--- src/rtl/datapath_seq.sv ---
// datapath_seq: sequenced single-issue datapath.
//
// Holds the register file, the A/B/C pipeline registers, the B-operand shifter,
// the ALU and the N/V/Z status register. One start pulse in IDLE runs the fixed
// sequence RDA -> RDB -> EXE -> WB. The operation fields are captured on the
// accepted start, so the decoder may change them freely while the block is busy.
//
// Optional feature: define CARRY_FLAG_EN to build the carry flag. When the macro
// is undefined, C_flag is tied low and no carry logic exists. The port is always
// present.
//
// Ports:
//   clk, reset        clock (rising edge) and asynchronous active-high reset
//   start             request one operation; only sampled in IDLE
//   op                00 ADD, 01 SUB, 10 AND, 11 MVN
//   shift             B shift: 00 none, 01 LSL1, 10 LSR1, 11 ASR1
//   rn, rm, rd        A source, B source and destination register indices
//   use_imm, imm      replace the shifted B with sign-extended imm
//   wb_en             write C back to R[rd] in the WB cycle
//   set_flags         load the status flags in the EXE cycle
//   ext_we/waddr/wdata external register write port, honoured only in IDLE
//   busy              high in every state except IDLE
//   done              one-cycle pulse in the WB cycle
//   datapath_out      C register
//   N, V, Z, C_flag   status flags
module datapath_seq #(
  parameter int unsigned WIDTH = 16,
  parameter int unsigned NREGS = 8,
  parameter int unsigned RW    = 3,
  parameter int unsigned IMM_W = 5
) (
  input  logic             clk,
  input  logic             reset,
  input  logic             start,
  input  logic [1:0]       op,
  input  logic [1:0]       shift,
  input  logic [RW-1:0]    rn,
  input  logic [RW-1:0]    rm,
  input  logic [RW-1:0]    rd,
  input  logic             use_imm,
  input  logic [IMM_W-1:0] imm,
  input  logic             wb_en,
  input  logic             set_flags,
  input  logic             ext_we,
  input  logic [RW-1:0]    ext_waddr,
  input  logic [WIDTH-1:0] ext_wdata,
  output logic             busy,
  output logic             done,
  output logic [WIDTH-1:0] datapath_out,
  output logic             N,
  output logic             V,
  output logic             Z,
  output logic             C_flag
);

  localparam int unsigned Msb = WIDTH - 1;

  localparam logic [1:0] OpAdd = 2'b00;
  localparam logic [1:0] OpSub = 2'b01;
  localparam logic [1:0] OpAnd = 2'b10;
  localparam logic [1:0] OpMvn = 2'b11;

  localparam logic [1:0] ShNone = 2'b00;
  localparam logic [1:0] ShLsl  = 2'b01;
  localparam logic [1:0] ShLsr  = 2'b10;

  typedef enum logic [2:0] {
    StIdle,
    StRdA,
    StRdB,
    StExe,
    StWb
  } state_e;

  // Operation fields captured on the accepted start.
  typedef struct packed {
    logic [1:0]       op;
    logic [1:0]       shift;
    logic [RW-1:0]    rn;
    logic [RW-1:0]    rm;
    logic [RW-1:0]    rd;
    logic             use_imm;
    logic [IMM_W-1:0] imm;
    logic             wb_en;
    logic             set_flags;
  } ctrl_t;

  state_e state_q, state_d;
  ctrl_t  ctrl_q, ctrl_d;

  logic [WIDTH-1:0] rf_q [NREGS];
  logic [WIDTH-1:0] rf_d [NREGS];

  logic [WIDTH-1:0] a_q, a_d;
  logic [WIDTH-1:0] b_q, b_d;
  logic [WIDTH-1:0] c_q, c_d;
  logic             n_q, n_d;
  logic             v_q, v_d;
  logic             z_q, z_d;

  logic [WIDTH-1:0] b_shifted;
  logic [WIDTH-1:0] imm_ext;
  logic [WIDTH-1:0] bin;
  logic [WIDTH-1:0] alu_res;
  logic             alu_v;

  logic in_idle;
  logic in_exe;
  logic load_flags;

  assign in_idle    = (state_q == StIdle);
  assign in_exe     = (state_q == StExe);
  assign load_flags = in_exe && ctrl_q.set_flags;

  // ---------------------------------------------------------------------------
  // Sequencer
  // ---------------------------------------------------------------------------
  always_comb begin
    state_d = state_q;
    busy    = 1'b1;
    done    = 1'b0;
    case (state_q)
      StIdle: begin
        busy = 1'b0;
        if (start) begin
          state_d = StRdA;
        end
      end
      StRdA:   state_d = StRdB;
      StRdB:   state_d = StExe;
      StExe:   state_d = StWb;
      StWb: begin
        done    = 1'b1;
        state_d = StIdle;
      end
      default: state_d = StIdle;
    endcase
  end

  always_comb begin
    ctrl_d = ctrl_q;
    if (in_idle && start) begin
      ctrl_d.op        = op;
      ctrl_d.shift     = shift;
      ctrl_d.rn        = rn;
      ctrl_d.rm        = rm;
      ctrl_d.rd        = rd;
      ctrl_d.use_imm   = use_imm;
      ctrl_d.imm       = imm;
      ctrl_d.wb_en     = wb_en;
      ctrl_d.set_flags = set_flags;
    end
  end

  // ---------------------------------------------------------------------------
  // Register file: the external port owns IDLE, write-back owns WB, so the two
  // writers can never collide.
  // ---------------------------------------------------------------------------
  always_comb begin
    rf_d = rf_q;
    if (in_idle && ext_we) begin
      rf_d[ext_waddr] = ext_wdata;
    end
    if ((state_q == StWb) && ctrl_q.wb_en) begin
      rf_d[ctrl_q.rd] = c_q;
    end
  end

  // ---------------------------------------------------------------------------
  // Operand registers and B-operand selection
  // ---------------------------------------------------------------------------
  always_comb begin
    a_d = a_q;
    b_d = b_q;
    if (state_q == StRdA) begin
      a_d = rf_q[ctrl_q.rn];
    end
    if (state_q == StRdB) begin
      b_d = rf_q[ctrl_q.rm];
    end
  end

  always_comb begin
    b_shifted = b_q;
    case (ctrl_q.shift)
      ShNone:  b_shifted = b_q;
      ShLsl:   b_shifted = {b_q[Msb-1:0], 1'b0};
      ShLsr:   b_shifted = {1'b0, b_q[Msb:1]};
      default: b_shifted = {b_q[Msb], b_q[Msb:1]};
    endcase
  end

  assign imm_ext = {{(WIDTH - IMM_W){ctrl_q.imm[IMM_W-1]}}, ctrl_q.imm};
  assign bin     = ctrl_q.use_imm ? imm_ext : b_shifted;

  // ---------------------------------------------------------------------------
  // ALU
  // ---------------------------------------------------------------------------
`ifdef CARRY_FLAG_EN
  logic             alu_c;
  logic [WIDTH:0]   alu_wide;
  logic             cf_q, cf_d;

  always_comb begin
    alu_res  = '0;
    alu_v    = 1'b0;
    alu_c    = 1'b0;
    alu_wide = '0;
    case (ctrl_q.op)
      OpAdd: begin
        alu_wide = {1'b0, a_q} + {1'b0, bin};
        alu_res  = alu_wide[Msb:0];
        alu_c    = alu_wide[WIDTH];
        alu_v    = (a_q[Msb] == bin[Msb]) && (alu_res[Msb] != a_q[Msb]);
      end
      OpSub: begin
        // Top bit of the widened difference is the borrow; carry means no borrow.
        alu_wide = {1'b0, a_q} - {1'b0, bin};
        alu_res  = alu_wide[Msb:0];
        alu_c    = ~alu_wide[WIDTH];
        alu_v    = (a_q[Msb] != bin[Msb]) && (alu_res[Msb] != a_q[Msb]);
      end
      OpAnd:   alu_res = a_q & bin;
      OpMvn:   alu_res = ~bin;
      default: alu_res = '0;
    endcase
  end

  assign cf_d   = load_flags ? alu_c : cf_q;
  assign C_flag = cf_q;

  always_ff @(posedge clk or posedge reset) begin
    if (reset) begin
      cf_q <= 1'b0;
    end else begin
      cf_q <= cf_d;
    end
  end
`else
  always_comb begin
    alu_res = '0;
    alu_v   = 1'b0;
    case (ctrl_q.op)
      OpAdd: begin
        alu_res = a_q + bin;
        alu_v   = (a_q[Msb] == bin[Msb]) && (alu_res[Msb] != a_q[Msb]);
      end
      OpSub: begin
        alu_res = a_q - bin;
        alu_v   = (a_q[Msb] != bin[Msb]) && (alu_res[Msb] != a_q[Msb]);
      end
      OpAnd:   alu_res = a_q & bin;
      OpMvn:   alu_res = ~bin;
      default: alu_res = '0;
    endcase
  end

  assign C_flag = 1'b0;
`endif

  // ---------------------------------------------------------------------------
  // Result and status registers
  // ---------------------------------------------------------------------------
  always_comb begin
    c_d = c_q;
    n_d = n_q;
    v_d = v_q;
    z_d = z_q;
    if (in_exe) begin
      c_d = alu_res;
    end
    if (load_flags) begin
      n_d = alu_res[Msb];
      v_d = alu_v;
      z_d = (alu_res == '0);
    end
  end

  assign datapath_out = c_q;
  assign N            = n_q;
  assign V            = v_q;
  assign Z            = z_q;

  always_ff @(posedge clk or posedge reset) begin
    if (reset) begin
      state_q <= StIdle;
      ctrl_q  <= '0;
      a_q     <= '0;
      b_q     <= '0;
      c_q     <= '0;
      n_q     <= 1'b0;
      v_q     <= 1'b0;
      z_q     <= 1'b0;
      for (int unsigned i = 0; i < NREGS; i++) begin
        rf_q[i] <= '0;
      end
    end else begin
      state_q <= state_d;
      ctrl_q  <= ctrl_d;
      a_q     <= a_d;
      b_q     <= b_d;
      c_q     <= c_d;
      n_q     <= n_d;
      v_q     <= v_d;
      z_q     <= z_d;
      rf_q    <= rf_d;
    end
  end

endmodule

--- config.mk ---
export PLATFORM = sky130hd
export DESIGN_NAME = datapath_seq
export DESIGN_NICKNAME = d
export VERILOG_FILES = /design/src/rtl/datapath_seq.sv
export SDC_FILE = /design/constraint.sdc
export NUM_CORES = 1
export LEC_CHECK = 0
export ABC_CLOCK_PERIOD_IN_PS = 17500
export BUFFER_PORTS_ARGS = -buffer_cell sky130_fd_sc_hd__buf_2
export CORE_MARGIN = 2
export CORE_UTILIZATION = 27
export DETAILED_ROUTE_END_ITERATION = 16
export MAX_ROUTING_LAYER = met4
export PLACE_DENSITY_LB_ADDON = 0.3
export SLEW_MARGIN = 20
export SYNTH_ARGS = -nofsm -noshare
export SYNTH_HDL_FRONTEND = slang
export SYNTH_SLANG_ARGS = --single-unit
--- constraint.sdc ---
create_clock -name clk -period 17.5 [get_ports clk]
set_clock_uncertainty 0.2 [all_clocks]
set_input_delay 0.875 -clock clk [delete_from_list [all_inputs] [get_ports clk]]
set_output_delay 0.875 -clock clk [all_outputs]
set_load 0.01 [all_outputs]
==> results of run 1 <==
[synthesized netlist by cell type (all sizes together) (3+ instances only)]
cell type,count
a21oi,130
a2111oi,3
a22oi,3
and3,4
o21a,7
mux2,25
a221oi,5
xor2,7
nand3b,7
o21ai,105
nand3,6
clkbuf,80
nand2,118
o221ai,5
xnor2,14
inv,36
a211oi,8
a211o,3
nor3b,9
nor3,9
dfrtp,203
nand4,4
o21bai,6
mux4,66
ha,33
a21o,5
mux2i,182
buf,48
nor2b,7
nor2,140
o31ai,6
[cell usage in the layout (no fill, tap or decap), types with 4 or more instances in the layout]
cell       Yosys  routed
dfrtp_1      203     201
mux2i_1      182     182
nor2_1       139     137
a21oi_1      128     128
nand2_1      117     117
o21ai_0      102     102
mux4_2        65      65
buf_2         17      64
inv_1         34      33
ha_1          33      33
buf_4          3      29
clkbuf_16      0      27
mux2_2        24      24
xnor2_1       14      14
clkbuf_8       3       9
nor3_1         8       7
o21a_1         7       7
nor2b_1        7       7
a211oi_1       7       7
nand3b_1       7       7
xor2_1         7       7
clkinv_2       0       7
diode_2        0       6
nor3b_2        0       6
nand3_1        6       6
o21bai_1       6       6
o31ai_1        5       5
a21o_1         5       5
a221oi_1       5       5
nand4_1        4       4
[registers in the layout, indices dropped and copies added, names as in the netlist]
name / cells
a_q: 16
N: 1
datapath_out: 16
state_q: 3
V: 1
ctrl_q: 21
rf_q: 128
Z: 1
b_q: 16
[layer usage]
layer / part of all wire [%] / vias to the layer above / wire [um] / GRT usage [%]
met2: 47 / 226 / 19100 / 26.6
met3: 5.0 / 39 / 2040 / 2.43
li1: - / 4704 / - / -
met4: 1.3 / 0 / 544 / 2.80
met1: 46 / 4969 / 18800 / 22.7
met5: 0 / - / 0 / -
[worst paths after layout]
check	to	startpoint	slack [ns]	cells past startpoint
setup / recovery	Z	ctrl_q[18]	12.69	15
max in group asynchronous	ctrl_q[11]	reset	15.50	3
setup reg to reg	Z	ctrl_q[18]	12.69	15
min in group clk	N	N	0.29	2
hold / removal	rf_q[99]	reset	0.22	2
hold reg to reg	N	N	0.29	2
[power breakdown]
| group | internal (uW) | switching, uW |
|---|---|---|
| clock | 347 | 212 |
| sequential | 695 | 281 |
| combinational | 873 | 1040 |
| total | 1920 | 1530 |
[metrics by stage]
step                instance area [um2]  util (%)  std cells  worst slack [ns]  power [uW]
global placement                  13900      29.2       1896             12.86        2860
floorplan                         13100         -       1316             10.89        2380
CTS                               14900      31.0       1944             12.68        3460
global route                      14900      31.1       1950             12.38        3710
detailed placement                13900      29.2       1896             12.72        2880
finish                            14900      31.1       1950             12.69        3450
[cells by family (layout without fill, tap and decap cells)]
| kind of cell | Yosys count | after routing | synth area share, % |
|---|---|---|---|
| muxes | 273 | 273 | 27.3 |
| and+or+nand+nor | 316 | 316 | 10.4 |
| other | 1 | 7 | 0.0285 |
| AOI/OAI and AO/OA | 303 | 303 | 13.5 |
| adders and majority gates | 35 | 35 | 3.45 |
| buffers and inverters | 164 | 177 | 5.27 |
| DFF | 203 | 203 | 38.7 |
| xor gates and xnor gates | 21 | 21 | 1.40 |
[layout make-up]
type | count | area (um2) | share of cell area (%)
Multi-Input combinational cell | 949 | 7410 | 49.9
Sequential cell | 203 | 5080 | 34.2
Clock buffer | 39 | 811 | 5.45
Tap cell | 615 | 769 | 5.18
Timing Repair Buffer | 93 | 538 | 3.62
Inverter | 36 | 143 | 0.959
Clock inverter | 9 | 95.1 | 0.640
Antenna cell | 6 | 15.0 | 0.101
==> reports/metrics.cfg, run 1 <==
[outcome]
outcome = finished clean

[logic_synthesis]
netlist_area_um2 = 13100
synth_top_area_cell = dfrtp_1
synth_edf_count = 0
synth_ff_type = dfrtp_1
syn_nets = 1395
yosysWarningCount = 0
synth_top_area_share_pct = 38.7
async_reset_ff_share_pct = 100
seq_area_frac_synth_pct = 38.7
yosys-top-cells-area = dfrtp_1 (39%), mux2i_1 (14%), mux4_2 (11%)
synth_area_per_cell_um2 = 9.99
ys_ff_latch = 203
synth_cell_types = 74
synthCells = 1316

[sta]
slew_headroom_pct = 35.5
setup_violations = 0
min_period_over_period_pct = 27.5
rsz0062_at_grt = false
tightest_slew_ns = 0.968
hold_violations = 0
whs_ns = 0.218
period_minus_slack_ns = 4.81
fmax_mhz = 208
finalSetupTns_ns = 0
slew_violations = 0

[setup_path]
cpMaxStageDelayCell = dfrtp_1
required_ns = 17.75
crit_chain = nor3b_1 > a21oi_1 > o21ai_0 > ha_1 > inv_1 > fa_1 > nand2b_1 > a21oi_1 > a31oi_1 > o41ai_1 > mux2i_1 > xnor2_1 > mux2i_1 > or4_1 > o31ai_2
crit_arrival_ns = 5.06
slowest_delay_ns = 0.69
criticalPathCategory = reg -> reg
critPathMaxFanout = 33
crit_buf_inv = 1
cp-start-kind = flop
path_delay_family = compound AO/OA/AOI/OAI gates
worstSetupEndpointType = flop

[clock_tree]
htreeDepth = 1
cts_root_buf = clkbuf_16
cts_tree = done
clk_latency_ns = 0.53
numCtsBuffers = 26
clk_pin_slew_ns = 0.06
postCtsHoldBufs = 0
post_cts_resized = 0
clock_path_buffers = 3
cts.sinks = 203
post_cts_buffers = 0

[global_route]
grt_pass1_vias = 9778
grt_pass1_wl_um = 62300
grt_max_degree = 80
gr-usage-all-layers_pct = 16.6
grt_antenna_before_repair = 6
grt.overflow.total = 0

[final_layout]
drive_above_1_share_pct = 19.3
num-fill-cells = 4907
layout.nets = 1388
syn2layout_area_growth_pct = 13.1

[floorplanning]
die_h_um = 225
die_area_um2 = 50500
core-area_um2 = 47800
die_w_um = 225
num_rows = 80
initial_core_util_pct = 27.5
io_pins = 66

[routing]
drt_first_iter_violations = 625
drt_wl_total_um = 40600
viasPerCell = 5.10
ant_nets = 0
vias = 9938
wl_per_cell_um = 20.8
drc = 0
firstDrtPassIters = 5

[power_and_ir_drop]
p_leak_uw = 0.00622
peakVddDrop_uv = 90.5
power_density_nw_per_um2 = 232

[placement]
io_buffers = 64
dp_hpwl_um = 26600
place_congestion = 0.861

[run]
maxCapViolCount = 0

[hold_path]
min_path_type = in -> async

(Power assumes the default switching activity.)
==> inputs of run 2 (changes only) <==
Settings changed: ABC_CLOCK_PERIOD_IN_PS 17500 to 4130.
Clock period 17.5 ns to 4.13 ns, I/O delays scaled along.
==> run 2 against run 1 <==
Against the previous run:
- sequential share of layout area decreased by 1.9 points
- non-clock buffer count increased by 86
- final cell count increased by 4.2%
- highest routed layer unchanged
- sequential power increased to 4.3 times the previous value
- total power increased to 4.6 times the previous value
- register-to-register slack got worse by 13 ns
- worst setup slack got worse by 13 ns
- clock power increased to 4.1 times the previous value
- first-iteration DRC count increased by 30%
- largest cell class unchanged
- global-route usage increased by 0.26 points
- utilization increased by 1.8 points
==> reports/metrics.cfg, run 2 (synthesized netlist as in run 1, its figures left out) <==
[final_layout]
regMostFlops = rf_q  ; unchanged
layout_common_cells = dfrtp_1 (198), mux2i_1 (182), nor2_1 (134)  ; was dfrtp_1 (201), mux2i_1 (182), nor2_1 (137)
layout.nets = 1473  ; was 1388
largest_reg_flops = 128  ; unchanged
syn2layout_area_growth_pct = 19.8  ; was 13.1%
drive_above_1_share_pct = 22.9  ; was 19.3%
reg.largest.list = rf_q: 128 flops, ctrl_q: 21 flops  ; unchanged
layout_commonest_cell = dfrtp_1  ; unchanged
num-fill-cells = 4891  ; was 4907
stdcell_count = 2031  ; was 1950
finalInstanceArea_um2 = 15700  ; was 14900 um2

[power_and_ir_drop]
power.switching_uw = 6960  ; was 1530 uW
pwr-share-clk_pct = 14.5  ; was 16.2%
p_int_uw = 8820  ; was 1920 uW
p_sw_share_pct = 44.1  ; was 44.5%
peakVddDrop_uv = 331  ; was 90.5 uV
seqPwrFrac_pct = 26.8  ; was 28.3%
comb_power_share_pct = 58.7  ; was 55.5%
total_power_uw = 15800  ; was 3450 uW
p_leak_uw = 0.00659  ; was 0.00622 uW
power_density_nw_per_um2 = 1000  ; was 232 nW/um2

[hold_path]
min_path_type = in -> reg  ; was in -> async

[sta]
finalSetupTns_ns = 0  ; unchanged
hold_violations = 0  ; unchanged
setup_violations = 0  ; unchanged
period_minus_slack_ns = 3.97  ; was 4.81 ns
min_period_over_period_pct = 96.1  ; was 27.5%
slew_violations = 0  ; unchanged
slew_headroom_pct = 31.5  ; was 35.5%
tightest_slew_ns = 1.03  ; was 0.968 ns
fmax_mhz = 252  ; was 208 MHz

[routing]
drc = 0  ; unchanged
firstDrtPassIters = 5  ; unchanged
drt_first_iter_violations = 813  ; was 625
drt_wl_total_um = 41600  ; was 40600 um
ant_nets = 0  ; unchanged
vias = 10200  ; was 9938
wl_per_cell_um = 20.5  ; was 20.8 um
viasPerCell = 5.03  ; was 5.10

[placement]
io_buffers = 64  ; unchanged
dp_hpwl_um = 27800  ; was 26600 um
place_congestion = 0.854  ; was 0.861
dp.cells = 1934  ; was 1896
post_dp_cell_area_um2 = 14200  ; was 13900 um2

[floorplanning]
die_h_um = 225  ; unchanged
die_w_um = 225  ; unchanged
initial_core_util_pct = 27.5  ; unchanged
io_pins = 66  ; unchanged
num_rows = 80  ; unchanged
core-area_um2 = 47800  ; unchanged
die_area_um2 = 50500  ; unchanged

[setup_path]
criticalPathCategory = reg -> reg  ; unchanged
worstSetupEndpointType = flop  ; unchanged
cp-start-kind = flop  ; unchanged
required_ns = 4.37  ; was 17.75 ns
crit_arrival_ns = 4.21  ; was 5.06 ns
critPathMaxFanout = 14  ; was 33

[outcome]
outcome = finished clean  ; unchanged

[clock_tree]
numCtsBuffers = 25  ; was 26
cts.sinks = 203  ; unchanged
clk_latency_ns = 0.54  ; was 0.53 ns
cts_tree = done  ; unchanged
cts_root_buf = clkbuf_16  ; unchanged
clock_path_buffers = 3  ; unchanged
clk_pin_slew_ns = 0.06  ; about the same
htreeDepth = 1  ; unchanged

[global_route]
grt_pass1_vias = 10100  ; was 9778
grt_pass1_wl_um = 63400  ; was 62300 um
gr-usage-all-layers_pct = 16.9  ; was 16.6%
grt_max_degree = 86  ; was 80
grt_antenna_before_repair = 3  ; was 6
grt.overflow.total = 0  ; unchanged

[run]
maxCapViolCount = 0  ; unchanged

[run 2: cell types whose count changed in the layout (fill, tap and decap cells not counted), sizes merged]
cell and delta:
clkinv -2, diode -3, dlygate4sd3 +43, clkinvlp +3, clkbuf -4, buf +43, bufinv +1
[run 2: power groups by stage]
stage	registers [uW]	clock network (uW)	logic, uW
2_1_floorplan	3480	0	6600
3_3_place_gp	4190	0	8580
3_5_place_dp	4240	0	8600
4_1_cts	4220	2350	8700
5_1_grt	4400	2430	10100
6_report	4230	2300	9260
[run 2: worst paths after layout]
kind	slack, ns	endpoint	start	cells past startpoint
setup / recovery	0.16	Z	ctrl_q[17]	16
hold reg to reg	0.27	N	N	2
max in group asynchronous	2.08	ctrl_q[14]	reset	5
hold / removal	0.22	ctrl_q[20]	op[1]	4
setup reg to reg	0.16	Z	ctrl_q[17]	16
min in group asynchronous	0.51	rf_q[84]	reset	4
[run 2: timing repair]
item	in CTS	in global routing
pin swaps	0	16
hold endpoints to repair	353	0
setup endpoints to repair	1	5
hold buffers	43	0
resized for setup	1	40
gates cloned	0	0
buffers inserted	0	5
[run 2: worst max-delay path, cell delays in order, from the launching register on]
cell      delay (ns)
dfrtp_2         0.41
buf_12          0.16
mux2i_1         0.19
nor2_1          0.05
a21oi_1         0.13
o21a_1          0.17
inv_1           0.05
ha_1            0.38
a21oi_2         0.19
o21ai_1         0.13
or3b_1          0.38
o221ai_2        0.26
xor2_1          0.19
a32o_2          0.17
nand2_1         0.05
or4_4           0.54
o31ai_2         0.21
[run 2: stage by stage]
step	setup slack, ns	hold slack [ns]	util [%]
after floorplan	0.136	0.123	-
after global placement	0.0469	-0.0701	29.8
after detailed placement	0.0519	-0.0683	29.8
after CTS	0.0187	0.216	32.5
after global routing	-0.00640	0.236	32.9
final	0.159	0.224	32.9
[run 2: cell type report]
type                            count  area [um2]  share of cell area [%]
Inverter                           36         139                   0.882
Multi-Input combinational cell    949        7560                    48.0
Clock buffer                       35         713                    4.53
Tap cell                          615         769                    4.89
Timing Repair Buffer              179        1320                    8.41
Sequential cell                   203        5090                    32.3
Antenna cell                        3        7.51                  0.0477
Clock inverter                     11         139                   0.882
[run 2: metal layers]
metal  wire [um]  track usage [%]  up-vias
met5           0                -        -
met4         903             4.14        0
met2       19800             27.3      255
met1       18900             22.2     5038
met3        1920             2.53       67
li1            -                -     4858
